### src/rtl/fb_lut_loader.sv
`default_nettype none
// ============================================================================
//  Module   : fb_lut_loader
//  Purpose  : Host write sequencer for the four feedback gain LUTs; single
//             writes and range fills, held off around the beam store window.
//             Optional read-back verification when LUT_READBACK_EN is defined.
//  Revision : 1.0  initial release
// ============================================================================
module fb_lut_loader #(
    parameter int ADDR_W     = 15,
    parameter int DATA_W     = 7,
    parameter int RD_LAT     = 2,
    parameter int STRB_GUARD = 4
) (
    input  logic              clk,
    input  logic              rst,
    input  logic              store_strb,
    input  logic              cmd_valid,
    output logic              cmd_ready,
    input  logic              cmd_fill,
    input  logic [1:0]        cmd_sel,
    input  logic [ADDR_W-1:0] cmd_addr,
    input  logic [ADDR_W-1:0] cmd_count,
    input  logic [DATA_W-1:0] cmd_data,
    output logic [ADDR_W-1:0] lut_addrb,
    output logic [DATA_W-1:0] lut_dinb,
    output logic              bpm1_i_lut_web,
    output logic              bpm1_q_lut_web,
    output logic              bpm2_i_lut_web,
    output logic              bpm2_q_lut_web,
    input  logic [DATA_W-1:0] bpm1_i_lut_doutb,
    input  logic [DATA_W-1:0] bpm1_q_lut_doutb,
    input  logic [DATA_W-1:0] bpm2_i_lut_doutb,
    input  logic [DATA_W-1:0] bpm2_q_lut_doutb,
    output logic              busy,
    output logic              done,
    output logic              err,
    output logic [ADDR_W-1:0] err_addr
);

    localparam int c_guard_w = (STRB_GUARD < 1) ? 1 : $clog2(STRB_GUARD + 1);
    localparam logic [c_guard_w-1:0] c_guard_max = c_guard_w'(STRB_GUARD);

    typedef enum logic [2:0] {
        S_IDLE  = 3'd0,
        S_GUARD = 3'd1,
        S_WRITE = 3'd2,
        S_NEXT  = 3'd3
`ifdef LUT_READBACK_EN
        , S_READ = 3'd4
`endif
    } state_t;

    state_t                state_q, state_d;
    logic [c_guard_w-1:0]  guard_q, guard_d;
    logic [1:0]            sel_q, sel_d;
    logic [ADDR_W-1:0]     addr_q, addr_d;
    logic [ADDR_W-1:0]     remain_q, remain_d;
    logic [DATA_W-1:0]     data_q, data_d;

    logic                  w_accept;
    logic                  w_guard_ok;
    logic                  w_write;
    logic                  w_rd_done;

    assign w_accept   = cmd_valid && (state_q == S_IDLE);
    assign w_guard_ok = (guard_q == c_guard_max) && !store_strb;

    // Quiet-time counter: any store cycle restarts the hold-off.
    always_comb begin
        guard_d = guard_q;
        if (store_strb) begin
            guard_d = '0;
        end else if (guard_q != c_guard_max) begin
            guard_d = guard_q + c_guard_w'(1);
        end
    end

    always_comb begin
        state_d  = state_q;
        sel_d    = sel_q;
        addr_d   = addr_q;
        remain_d = remain_q;
        data_d   = data_q;
        case (state_q)
            S_IDLE: begin
                if (w_accept) begin
                    state_d  = S_GUARD;
                    sel_d    = cmd_sel;
                    addr_d   = cmd_addr;
                    data_d   = cmd_data;
                    remain_d = (cmd_fill && (cmd_count != '0)) ? cmd_count : ADDR_W'(1);
                end
            end
            S_GUARD: begin
                if (w_guard_ok) begin
                    state_d = S_WRITE;
                end
            end
            S_WRITE: begin
`ifdef LUT_READBACK_EN
                state_d = S_READ;
`else
                state_d = S_NEXT;
`endif
            end
`ifdef LUT_READBACK_EN
            S_READ: begin
                if (w_rd_done) begin
                    state_d = S_NEXT;
                end
            end
`endif
            S_NEXT: begin
                remain_d = remain_q - ADDR_W'(1);
                if (remain_q > ADDR_W'(1)) begin
                    addr_d  = addr_q + ADDR_W'(1);
                    state_d = S_GUARD;
                end else begin
                    state_d = S_IDLE;
                end
            end
            default: state_d = S_IDLE;
        endcase
    end

    always_ff @(posedge clk) begin
        if (rst) begin
            state_q  <= S_IDLE;
            guard_q  <= c_guard_max;
            sel_q    <= '0;
            addr_q   <= '0;
            remain_q <= '0;
            data_q   <= '0;
        end else begin
            state_q  <= state_d;
            guard_q  <= guard_d;
            sel_q    <= sel_d;
            addr_q   <= addr_d;
            remain_q <= remain_d;
            data_q   <= data_d;
        end
    end

    // Address/data registers only move on accept or word advance, so the
    // bus naturally holds its last value while idle.
    assign w_write        = (state_q == S_WRITE);
    assign cmd_ready      = (state_q == S_IDLE);
    assign busy           = (state_q != S_IDLE);
    assign done           = (state_q == S_NEXT) && (remain_q <= ADDR_W'(1));
    assign lut_addrb      = addr_q;
    assign lut_dinb       = data_q;
    assign bpm1_i_lut_web = w_write && (sel_q == 2'd0);
    assign bpm1_q_lut_web = w_write && (sel_q == 2'd1);
    assign bpm2_i_lut_web = w_write && (sel_q == 2'd2);
    assign bpm2_q_lut_web = w_write && (sel_q == 2'd3);

`ifdef LUT_READBACK_EN
    localparam int c_rd_w = (RD_LAT < 1) ? 1 : $clog2(RD_LAT + 1);
    localparam logic [c_rd_w-1:0] c_rd_last = c_rd_w'(RD_LAT);

    logic [c_rd_w-1:0]  rd_cnt_q, rd_cnt_d;
    logic               err_q, err_d;
    logic [ADDR_W-1:0]  err_addr_q, err_addr_d;
    logic [DATA_W-1:0]  w_rd_data;

    always_comb begin
        case (sel_q)
            2'd0:    w_rd_data = bpm1_i_lut_doutb;
            2'd1:    w_rd_data = bpm1_q_lut_doutb;
            2'd2:    w_rd_data = bpm2_i_lut_doutb;
            default: w_rd_data = bpm2_q_lut_doutb;
        endcase
    end

    assign w_rd_done = (state_q == S_READ) && (rd_cnt_q == c_rd_last);

    // Only the first mismatch address of a command is kept.
    always_comb begin
        rd_cnt_d   = rd_cnt_q;
        err_d      = err_q;
        err_addr_d = err_addr_q;
        if (w_accept) begin
            err_d      = 1'b0;
            err_addr_d = '0;
        end
        if (state_q == S_WRITE) begin
            rd_cnt_d = '0;
        end else if (state_q == S_READ) begin
            rd_cnt_d = rd_cnt_q + c_rd_w'(1);
            if (w_rd_done && (w_rd_data != data_q)) begin
                err_d = 1'b1;
                if (!err_q) begin
                    err_addr_d = addr_q;
                end
            end
        end
    end

    always_ff @(posedge clk) begin
        if (rst) begin
            rd_cnt_q   <= '0;
            err_q      <= 1'b0;
            err_addr_q <= '0;
        end else begin
            rd_cnt_q   <= rd_cnt_d;
            err_q      <= err_d;
            err_addr_q <= err_addr_d;
        end
    end

    assign err      = err_q;
    assign err_addr = err_addr_q;
`else
    localparam int c_unused_rd_lat = RD_LAT;
    logic w_unused_doutb;

    assign w_unused_doutb = ^{bpm1_i_lut_doutb, bpm1_q_lut_doutb,
                              bpm2_i_lut_doutb, bpm2_q_lut_doutb};
    assign w_rd_done      = 1'b0;
    assign err            = 1'b0;
    assign err_addr       = '0;
`endif

endmodule
`default_nettype wire
### config.mk
export PLATFORM = sky130hd
export DESIGN_NAME = fb_lut_loader
export DESIGN_NICKNAME = d
export VERILOG_FILES = /design/src/rtl/fb_lut_loader.sv
export SDC_FILE = /design/constraint.sdc
export NUM_CORES = 1
export LEC_CHECK = 0
export CAP_MARGIN = 20
export CORE_AREA = 2 2 84 86
export CTS_BUF_LIST = sky130_fd_sc_hd__clkbuf_16
export DETAILED_ROUTE_END_ITERATION = 8
export DIE_AREA = 0 0 86 88
export PLACE_DENSITY = 0.86
export SLEW_MARGIN = 5
export SYNTH_ARGS = -nofsm -noshare
export SYNTH_HDL_FRONTEND = slang
export SYNTH_SLANG_ARGS = --single-unit
### constraint.sdc
create_clock -name clk -period 2.35 [get_ports clk]
set_clock_uncertainty 0.05 [all_clocks]
set_input_delay 0.47 -clock clk [delete_from_list [all_inputs] [get_ports clk]]
set_output_delay 0.47 -clock clk [all_outputs]
set_load 0.005 [all_outputs]
# After elaboration in Yosys (flattened, before gate mapping)
# Index checks and enable logic that the tools add are counted.
[classes]
bitwise_logic = 0
muxes = 12
order_cmp = 2
multipliers = 0
eq_ne = 11
shift = 0
n_reduce_logical = 20
n_div = 0
n_addsub = 3
[op_table]
columns = ["cell", "count"]
rows = [
  ["15-bit two-way mux", 4],
  ["15-bit one-hot mux with 2 select lines", 2],
  ["15-bit by 1-bit adder with 15-bit output, second input constant", 1],
  ["15-bit by 1-bit greater-than comparator with 1-bit output, second input constant", 1],
  ["15-bit by 1-bit less-or-equal comparator with 1-bit output, second input constant", 1],
  ["15-bit nonzero test", 1],
  ["15-bit by 1-bit subtractor with 15-bit output, second input constant", 1],
  ["3-bit two-way mux", 4],
  ["3-bit one-hot mux with 4 select lines", 1],
  ["1-bit logical AND", 8],
  ["3-bit by 2-bit equality test with 1-bit output, second input constant", 2],
  ["2-bit AND reduction", 3],
  ["2-bit equality test, second input constant", 2],
  ["2-bit inequality test, second input constant", 2],
  ["2-bit nonzero test", 2],
  ["3-bit by 1-bit adder with 3-bit output, second input constant", 1],
  ["3-bit by 1-bit equality test with 1-bit output, second input constant", 1],
  ["3-bit equality test, second input constant", 1],
  ["3-bit zero test", 1],
  ["3-bit inequality test, second input constant", 1],
  ["3-bit AND reduction", 1],
  ["3-bit nonzero test", 1],
  ["2-bit by 1-bit equality test with 1-bit output, second input constant", 1],
  ["2-bit zero test", 1],
  ["4 further kinds", 4],
]
[totals]
rom_bits = 0
ramBits = 0
memories = 0
in_bits = 72
output_inout_bits = 45
wordCells = 55
register_bits = 45
latchBits = 0

# Logic depth before layout (Yosys ltp)
[logic_depth]
word_depth = 5
depth_mapped = 9

# Worst setup path before layout
# No wires, ideal clock.
[synth_timing]
path_kind = "register -> register"
from = "register state_q[0]"
to = "register remain_q[4]"
setup_ns = 0.129
path_buffers = 3
required_time_ns = 2.171
slack_ns = 0.405
arrival_time_ns = 1.766
stages_incl_launch_ff = 10
path_cell_list = "dfxtp_1 > inv_1 > ha_1 > buf_2 > and3b_1 > clkbuf_1 > and3_1 > clkbuf_1 > a222oi_1 > nor2_1"
[synth_via]
elab_chain_len = 4
elab_cells_between_ends = 7
cone_classes = "2 x eq/ne; 1 x mux; 4 x reduce/logical"
[synth_rtl]
columns = ["item", "line", "text"]
rows = [
  ["from (decl)", "54", "state_t state_q, state_d;"],
  ["from (signal assigned)", "136", "state_q <= state_d;"],
  ["3-bit zero test (*)", "-", ""],
  ["net cmd_ready", "19", "output logic cmd_ready,"],
  ["1-bit logical AND", "66", "assign w_accept = cmd_valid && (state_q == S_IDLE);"],
  ["2-bit by 1-bit inequality test with 1-bit output (no line)", "-", ""],
  ["2-bit AND reduction (no line)", "-", ""],
  ["to (signal assigned)", "140", "remain_q <= remain_d;"],
  ["to (decl)", "58", "logic [ADDR_W-1:0] remain_q, remain_d;"],
]
# The timed path passes the listed nets; every way through them passes the cells marked *.
# A chain may end at the register's enable or synchronous reset.

# Worst setup path in the final report
[layout_timing]
from = "register state_q[0]"
to = "output busy"
[layout_via]
elab_chain_len = 1
[layout_rtl]
columns = ["item", "line", "text"]
rows = [
  ["3-bit nonzero test", "149", "assign busy = (state_q != S_IDLE);"],
  ["to (decl)", "35", "output logic busy,"],
]
# Every way passes these cells.

==> summary.md <==
| Metric | Value |
|---|---|
| Final Instance Area | `3756 um2` |
| Worst Path Arrival | `1730 ps` |
| Hold_buf cts | `0` |
| Final hold vios | `0` |
| Overall Power | `between 3 and 4 mW` |
| DP Wirelength | `5.770 mm` |
| Floorplan core area | `around 6600 um2` |
| Max-Cap Viols | `0` |
| Number of synthesized flops with an enable pin | `0` |
| Layout area overhead | `31.26%` |
| CTS tree | `yes` |
| Critical Path RT | `1830 ps` |
| Post-synth top area share | `0.3078` |
| Final Max Slew Viols | `0` |
| Iter 0 DRT Violations | `231` |
| Total wire length | `7.933 mm` |
| Power Density | `954.2 nW/um2` |
| Port Buffers | `72` |
| Via/cell ratio | `5.737` |
| Outcome | `completed` |
| Measured slew at the worst slew-check pin | `530.2 ps` |
| GRT overflow | `0` |
| Crit-path slowest cell | `clkdlybuf4s50_1` |
| Remaining antenna violation count after routing | `0` |
| Cells after Synth | `about 360` |
| Synthesized flop and latch total | `44` |
| Warnings from Yosys | `0` |
| Top cells by area, synth | `dfxtp_1, a21oi_1, nand2_1, buf_4, o21ai_0` |
| Crit path max fanout | `8` |
| Syn avg cell area | `7.905 um2` |
| Area leader, netlist | `dfxtp_1` |
| Ports | `117` |
| Sequential-to-total area share from yosys stat | `0.3078` |
| Share of cells above drive strength 1 | `0.1053` |
| Num rows | `30` |
| CTS H-tree lvls | `2` |
| Post-Syn Area | `roughly 2900 um2` |
| Die X | `86 um` |
| # DRC | `0` |
| Die area | `7568 um2` |
| GRT Total Usage | `0.2121` |
| Crit path buf inv count | `3` |
| CTS buffer count | `5` |
| Delay-heaviest family, CP | `buffers and inverters` |
| CP Capture Type | `output pin` |
| Clock period minus worst slack | `2252 ps` |
| RSZ-0062 raised after global routing | `no` |
| Clk buf depth | `2` |
| Count leader, synth | `nand2_1` |
| Layout Nets | `517` |
| Commonest cells in the netlist | `nand2_1, dfxtp_1, a21oi_1` |
| Number of global-route vias before repair | `between 2000 and 3000` |
| Share of the clock period used by the worst path | `0.9581` |
| Clock transition at path regs | `roughly 60 ps` |
| Setup tns final | `0 ps` |
| Setup crit start kind | `flip-flop` |
| Die Y | `88 um` |
| Worst slew margin | `0.6452` |
| N_diodes | `0` |
| Initial antenna violation count | `0` |
| Fmax | `444.1 MHz` |
| Max VDD drop | `0.5069 mV` |
| Cell repeated most along the worst path | `inv_1` |
| Synth cell types | `66` |
| DP Area | `approximately 3600 um2` |
| Max incr delay on CP | `between 500 and 600 ps` |
| Initial core utilization | `0.4307` |
| Hold WC Path Type | `reg2reg` |
| Clock latency on the worst-skew pair | `around 290 ps` |
| CTS sink cnt | `44` |
| Setup violations, final | `0` |
| Global-route wire length before repair | `around 13 mm` |
| Post-synth ARST share | `0` |
| Via count | `2966` |
| Routability cong. | `0.8889` |
| Wire per inst | `15.34 um` |
| Leakage Power | `between 1 and 1.5 nW` |
| Synth Flop Type | `dfxtp_1` |
| Largest net degree at the start of global routing | `36` |
| CTS root buffer | `clkbuf_16` |
| First-pass iteration count of the detailed router | `4` |
| Critical-path cell list | `inv_1 > ha_1 > inv_1 > clkdlybuf4s50_1` |
| Crit path kind | `reg2out` |
==> worst min-delay path, cell delays in order, from the launching register on <==
cell	delay [ps]
dfxtp_1	310
nand2_1	50
a21oi_1	50
==> layout by cell type (no fill, tap or decap), drive strengths merged, types with 7 or more instances in the layout <==
| cell | n |
|---|---|
| nand2 | 46 |
| o21ai | 30 |
| nor2 | 28 |
| conb | 16 |
| a31oi | 9 |
| buf | 17 |
| nor3 | 13 |
| a21oi | 42 |
| nor4 | 7 |
| nand4 | 7 |
| inv | 17 |
| nand3 | 10 |
| clkdlybuf4s50 | 71 |
| ha | 9 |
| dfxtp | 44 |
==> path summary, 6_finish.rpt <==
path                                  start           end  slack (ps)  cells after the start
worst max-delay path             state_q[0]          busy         100                      4
worst min-delay path            lut_dinb[1]   lut_dinb[1]         410                      2
worst max register to register   state_q[0]  lut_addrb[8]         260                      8
worst min register to register  lut_dinb[1]   lut_dinb[1]         410                      2
==> where the power goes <==
part           switching, mW  leakage (nW)  internal [mW]
clock network          0.295        0.0710          0.387
logic                  0.934         0.994          0.857
registers              0.199         0.361          0.912
==> kinds of logic (layout without fill, tap and decap cells) <==
| family | count (synthesis) | count (layout) | share of synthesized area |
|---|---|---|---|
| AND/OR/NAND/NOR | 134 | 134 | 0.2532 |
| AO/OA/AOI/OAI | 114 | 114 | 0.2602 |
| buffers and inverters | 54 | 114 | 0.1159 |
| flip-flops | 44 | 44 | 0.3078 |
| adder cells (fa/ha/maj) | 9 | 9 | 0.03935 |
| multiplexers | 5 | 5 | 0.01924 |
| other | 1 | 16 | 0.001311 |
| XOR/XNOR | 1 | 1 | 0.003061 |
==> area by class of cell <==
| cell class | instances | area (um2) |
|---|---|---|
| fillers | 607 | 2888 |
| multi-input cells | 279 | 1713 |
| flip-flops and latches | 44 | 880.8 |
| repair buffers | 89 | 859.6 |
| clock buffers | 5 | 125.1 |
| well taps | 80 | 100.1 |
| inverters | 17 | 63.81 |
| clock inverters | 3 | 13.76 |
==> metal layers <==
layer / up-vias / routed length (um) / GRT usage
li1: 1434 / - / -
met1: 1372 / 3299 / 0.2711
met2: 149 / 3834 / 0.3587
met3: 11 / 697 / 0.05372
met4: 0 / 101 / 0.05339
met5: - / 0 / 0
==> flip-flops by register name (all words and copies together) (netlist names) <==
name	flops
sel_q	2
guard_q	3
lut_dinb	7
state_q	2
lut_addrb	15
remain_q	15
==> per-stage QoR <==
step | hold WS (ps) | std cells | util | worst slack [ps]
after floorplan | 400.5 | 377 | - | 404.8
after global placement | 391.4 | 508 | 0.5424 | 13.15
after detailed placement | 403.7 | 508 | 0.5424 | 18.32
after CTS | 411.4 | 517 | 0.5650 | 55.39
after global routing | 441.8 | 517 | 0.5653 | 7.510
final | 410.0 | 517 | 0.5653 | 98.48
==> timing repair <==
item,4_1_cts,5_1_grt
setup buffers,1,0
endpoints found under the setup margin,1,1
pin swaps,1,0
gates resized for setup,2,1
(Power assumes the default switching activity.)
